**config.mk**
```make
export PLATFORM = sky130hd
export DESIGN_NAME = snake_move_ctrl
export DESIGN_NICKNAME = d
export VERILOG_FILES = /design/src/rtl/snake_move_ctrl.sv
export SDC_FILE = /design/constraint.sdc
export NUM_CORES = 1
export LEC_CHECK = 0
export CAP_MARGIN = 20
export CORE_MARGIN = 5
export CORE_UTILIZATION = 25
export CTS_CLUSTER_SIZE = 8
export DETAILED_ROUTE_END_ITERATION = 16
export SLEW_MARGIN = 20
export SYNTH_ARGS = -nofsm -noshare
export SYNTH_HDL_FRONTEND = slang
export SYNTH_SLANG_ARGS = --single-unit
```
**constraint.sdc**
```tcl
create_clock -name clk_div -period 6.79 [get_ports clk_div]
set_clock_uncertainty 0.2 [all_clocks]
set_input_delay 1.358 -clock clk_div [delete_from_list [all_inputs] [get_ports clk_div]]
set_output_delay 1.358 -clock clk_div [all_outputs]
set_load 0.1 [all_outputs]
```
**src/rtl/snake_move_ctrl.sv**
```systemverilog
// Snake game sequencer: button presses become a committed direction, frame ticks pace head moves,
// and the collision verdict after each move either grows the snake or ends the game.
//   state | meaning
//   IDLE  | waiting for the first press; everything at reset values
//   PLAY  | counting frames, collecting direction presses
//   CHECK | new head presented (move_stb), collision verdict consumed
//   OVER  | frozen until a press returns to IDLE
module snake_move_ctrl #(
  parameter int GRID_W          = 40,
  parameter int GRID_H          = 30,
  parameter int XW              = 6,
  parameter int YW              = 5,
  parameter int FRAMES_PER_MOVE = 8,
  parameter int START_X         = 20,
  parameter int START_Y         = 15,
  parameter int INIT_LEN        = 3,
  parameter int MAX_LEN         = 16,
  parameter int LW              = 5
) (
  input  logic          clk_div,
  input  logic          rst,
  input  logic          btn_right,
  input  logic          btn_left,
  input  logic          btn_up,
  input  logic          btn_down,
  input  logic          frame_tick,
  input  logic          food_hit,
  input  logic          body_hit,
  output logic [XW-1:0] head_x,
  output logic [YW-1:0] head_y,
  output logic [1:0]    dir,
  output logic          move_stb,
  output logic          grow,
  output logic [LW-1:0] snake_len,
  output logic          playing,
  output logic          game_over
);

  localparam int FCW = $clog2(FRAMES_PER_MOVE);
  localparam logic [XW-1:0]  X_MAX   = XW'(GRID_W - 1);
  localparam logic [YW-1:0]  Y_MAX   = YW'(GRID_H - 1);
  localparam logic [XW-1:0]  X_START = XW'(START_X);
  localparam logic [YW-1:0]  Y_START = YW'(START_Y);
  localparam logic [LW-1:0]  LEN_INI = LW'(INIT_LEN);
  localparam logic [LW-1:0]  LEN_MAX = LW'(MAX_LEN);
  localparam logic [FCW-1:0] CNT_TOP = FCW'(FRAMES_PER_MOVE - 1);

  typedef enum logic [1:0] {IDLE, PLAY, CHECK, OVER} state_t;

  state_t         state, state_nx;
  logic [3:0]     btn, btn_prev, press;
  logic           press_any;
  logic [1:0]     press_dir;
  logic [1:0]     pending_dir, pending_nx, dir_nx;
  logic [FCW-1:0] frame_cnt, frame_nx;
  logic [XW-1:0]  head_x_nx, step_x;
  logic [YW-1:0]  head_y_nx, step_y;
  logic [LW-1:0]  len_nx;
  logic           grow_nx;
  logic           hit_wall;

  assign btn       = {btn_down, btn_up, btn_left, btn_right};
  assign press     = btn & ~btn_prev;
  assign press_any = |press;

  always_comb begin
    press_dir = 2'b11;
    if (press[0])      press_dir = 2'b00;
    else if (press[1]) press_dir = 2'b01;
    else if (press[2]) press_dir = 2'b10;
  end

  // Wall test is done on the unsigned coordinate before stepping, so no wrap-around is possible.
  always_comb begin
    hit_wall = 1'b0;
    step_x   = head_x;
    step_y   = head_y;
    case (pending_dir)
      2'b00: if (head_x == X_MAX) hit_wall = 1'b1; else step_x = head_x + XW'(1);
      2'b01: if (head_x == '0)    hit_wall = 1'b1; else step_x = head_x - XW'(1);
      2'b10: if (head_y == '0)    hit_wall = 1'b1; else step_y = head_y - YW'(1);
      default: if (head_y == Y_MAX) hit_wall = 1'b1; else step_y = head_y + YW'(1);
    endcase
  end

  always_ff @(posedge clk_div) begin
    if (rst) begin
      state       <= IDLE;
      head_x      <= X_START;
      head_y      <= Y_START;
      dir         <= 2'b00;
      pending_dir <= 2'b00;
      frame_cnt   <= '0;
      snake_len   <= LEN_INI;
      grow        <= 1'b0;
      btn_prev    <= 4'b0000;
    end else begin
      state       <= state_nx;
      head_x      <= head_x_nx;
      head_y      <= head_y_nx;
      dir         <= dir_nx;
      pending_dir <= pending_nx;
      frame_cnt   <= frame_nx;
      snake_len   <= len_nx;
      grow        <= grow_nx;
      btn_prev    <= btn;
    end
  end

  always_comb begin
    state_nx   = state;
    head_x_nx  = head_x;
    head_y_nx  = head_y;
    dir_nx     = dir;
    pending_nx = pending_dir;
    frame_nx   = frame_cnt;
    len_nx     = snake_len;
    grow_nx    = 1'b0;
    case (state)
      IDLE: begin
        if (press_any) begin
          state_nx   = PLAY;
          dir_nx     = press_dir;
          pending_nx = press_dir;
        end
      end
      PLAY: begin
        // Reverse pairs differ only in bit 0: right/left and up/down.
        if (press_any && press_dir != {dir[1], ~dir[0]}) pending_nx = press_dir;
        if (frame_tick) begin
          if (frame_cnt == CNT_TOP) begin
            frame_nx = '0;
            dir_nx   = pending_dir;
            if (hit_wall) begin
              state_nx = OVER;
            end else begin
              head_x_nx = step_x;
              head_y_nx = step_y;
              state_nx  = CHECK;
            end
          end else begin
            frame_nx = frame_cnt + FCW'(1);
          end
        end
      end
      CHECK: begin
        if (frame_tick) frame_nx = frame_cnt + FCW'(1);
        if (body_hit) begin
          state_nx = OVER;
        end else begin
          if (food_hit) begin
            grow_nx = 1'b1;
            if (snake_len < LEN_MAX) len_nx = snake_len + LW'(1);
          end
          state_nx = PLAY;
        end
      end
      default: begin
        if (press_any) begin
          state_nx   = IDLE;
          head_x_nx  = X_START;
          head_y_nx  = Y_START;
          dir_nx     = 2'b00;
          pending_nx = 2'b00;
          frame_nx   = '0;
          len_nx     = LEN_INI;
        end
      end
    endcase
  end

  // CHECK is entered only by a successful move, so it doubles as the move strobe.
  always_comb begin
    playing   = (state == PLAY) || (state == CHECK);
    game_over = (state == OVER);
    move_stb  = (state == CHECK);
  end

endmodule
```
==> impl_metrics.yaml <==
clock_network:
  cts_buffer_depth: 2
  htreeDepth: 2
  clkLatencyLatePin_ns: 0.28
  path_clk_slew_ns: 0.07
  cts.sinks: 30
  cts_setup_buffers: 0
  cts_tree: "done"
  cts_buffers: 5
  cts_hold_buf: 0
  cts-root-buf: "clkbuf_8"
  cts_resized: 0
timing:
  tns_ns: 0
  tightestPinTransition_ns: 0.984
  fin_crit_sh: 0.589
  hold_slack_ns: 0.311
  period_needed_ns: 4.00
  hold_viol_final: 0
  fmax_ghz: 0.250
  slew_viol_final: 0
  slew_headroom: 0.342
  rsz0062_at_grt: "false"
  finalSetupViolCount: 0
synth:
  netlist_top_cells_count: "dfxtp_1, nor2_1, ha_1"
  syn_area_mm2: 0.00190
  synth_fp_nets: 244
  synth_compound_area_frac: 0.189
  synth_cells: 218
  synth_area_per_cell_um2: 8.70
  yosysTopAreaCell: "dfxtp_1"
  synthAdderAreaFrac: 0.120
  netlist.area_leader.share: 0.317
  synth_cell_types: 52
  async_flop_share: 0
  synth.area.top_cells: "dfxtp_1, ha_1, nor2_1"
  synth.mux.area_fraction: 0.0601
  synth_edf_count: 0
  synth.most_common_cell: "dfxtp_1"
  synth_top_family_by_area: "simple AND/OR/NAND/NOR gates"
  ys_seq_area_frac: 0.317
  yosys_warnings: 0
  ys_ff_latch: 30
  yosys.area_share.simple: 0.238
  synth_flop_cell: "dfxtp_1"
  synth_xor_area_frac: 0.0462
pwr:
  leakage_nw: 0.875
  p_per_area_mw_per_mm2: 341
  ir_drop_v: 0.000180
critical_path:
  cp_cell_sequence: "inv_1 > ha_1 > clkdlybuf4s50_1"
  cp-end-kind: "output port"
  startpoint: "state[0]$_SDFFE_PP0P_"
  cp.required_ns: 5.23
  max_stage_delay_ns: 1.22
  crit_type: "flip-flop to output port"
  cp_max_fo: 13
  slowest_stage: "clkdlybuf4s50_1"
  arrival_ns: 2.44
  r2r_start: "pending_dir[0]$_SDFFE_PP0P_"
  crit_path_start_kind: "flip-flop"
status:
  status: "finished clean"
global_route:
  grt_pass1_wl_mm: 6.98
  grt_usage: 0.0875
  grt_overflow_total: 0
  antenna_found_initial: 0
  first_global_vias: 1493
  grt_start_max_net_pins: 30
worst_hold_path:
  hp-start: "snake_len[4]$_SDFFE_PP0P_"
  hold_class: "flip-flop to flip-flop"
die:
  start_util: 0.259
  die_w_um: 97.1
  die_h_um: 97.1
  row_count: 31
  core_area_mm2: 0.00733
  dieArea_mm2: 0.00942
  num_io_pins: 31
detailed_routing:
  wire_per_inst_um: 12.1
  drc: 0
  routed_via_density: 4.51
  num_vias: 1570
  firstDrtPassIters: 4
  finalWirelength_mm: 4.22
  antenna_left: 0
  first_iter_violations: 79
finish:
  final_core_util: 0.326
  stdcell_area_mm2: 0.00239
  fin_cells: 348
  antenna_cells: 0
  syn_to_final_growth_pct: 26.0
  nNetsFinal: 274
  drive_above_1_share: 0.0643
placed_design:
  port_buffers: 30
  dpl_cell_area_mm2: 0.00229
  place_congestion: 0.796
  dp.cells: 340
  dp_hpwl_mm: 3.16
flow_run:
  cap_violations: 0
[state kept, by name, indices dropped and copies added (netlist names)]
signal / flops
grow: 1
frame_cnt: 3
head_y: 5
btn_prev: 4
pending_dir: 2
state: 2
dir: 2
snake_len: 5
head_x: 6
[per-layer routing]
layer | wire length [um] | GRT usage
met2 | 1850 | 0.136
met5 | 0 | 0
met1 | 2160 | 0.117
met4 | 38 | 0.0205
met3 | 160 | 0.0287
[worst paths after layout]
kind | end | slack, ns | depth (start not counted)
worst max-delay path | move_stb | 2.79 | 3
worst min-delay path | snake_len[4]$_SDFFE_PP0P_ | 0.31 | 2
worst max register to register | head_x[5]$_SDFFE_PP0P_ | 3.87 | 8
worst min register to register | snake_len[4]$_SDFFE_PP0P_ | 0.31 | 2
[worst max-delay path: cells and delay by family, from the launching register on]
| kind | cells | cell delay [ns] |
|---|---|---|
| buf+inv | 2 | 1.36 |
| fa+ha+maj | 1 | 0.46 |
| flops | 1 | 0.34 |
[power breakdown]
part	switching (mW)	internal [mW]	leakage (nW)
sequential	0.0297	0.197	0.244
clock	0.0711	0.0814	0.0472
combinational	0.292	0.143	0.583
total	0.393	0.421	0.875
[stage by stage]
step                power [mW]  setup slack [ns]
finish                   0.814              2.79
global route             0.866              2.71
CTS                      0.822              2.78
detailed placement       0.666              3.08
global placement         0.662              3.14
floorplan                0.581              3.85
[logic make-up after synthesis]
| family | after synthesis |
|---|---|
| simple gates | 85 |
| compound gates | 52 |
| flops | 30 |
| fa+ha+maj | 17 |
| buf+inv | 14 |
| xor+xnor | 10 |
| mux | 10 |
[cell type report]
type / instances / area (um2)
Inverter: 6 / 22.5
Clock inverter: 2 / 12.5
Clock buffer: 6 / 82.6
Sequential cell: 30 / 601
Multi-Input combinational cell: 174 / 1240
Timing Repair Buffer: 31 / 308
Tap cell: 99 / 124
Fill cell: 772 / 4940
[layout by cell type, fill, tap and decap left out, types with 6 or more instances in the layout]
| cell | n |
|---|---|
| nor2b_1 | 12 |
| mux2i_1 | 8 |
| nand2b_1 | 9 |
| clkbuf_8 | 6 |
| ha_1 | 15 |
| a21oi_1 | 11 |
| nand2_1 | 12 |
| o21ai_0 | 10 |
| xor2_1 | 6 |
| dfxtp_1 | 30 |
| clkdlybuf4s50_1 | 30 |
| nor2_1 | 25 |
| inv_1 | 6 |
Note: power is estimated with default switching activity, not from simulation.
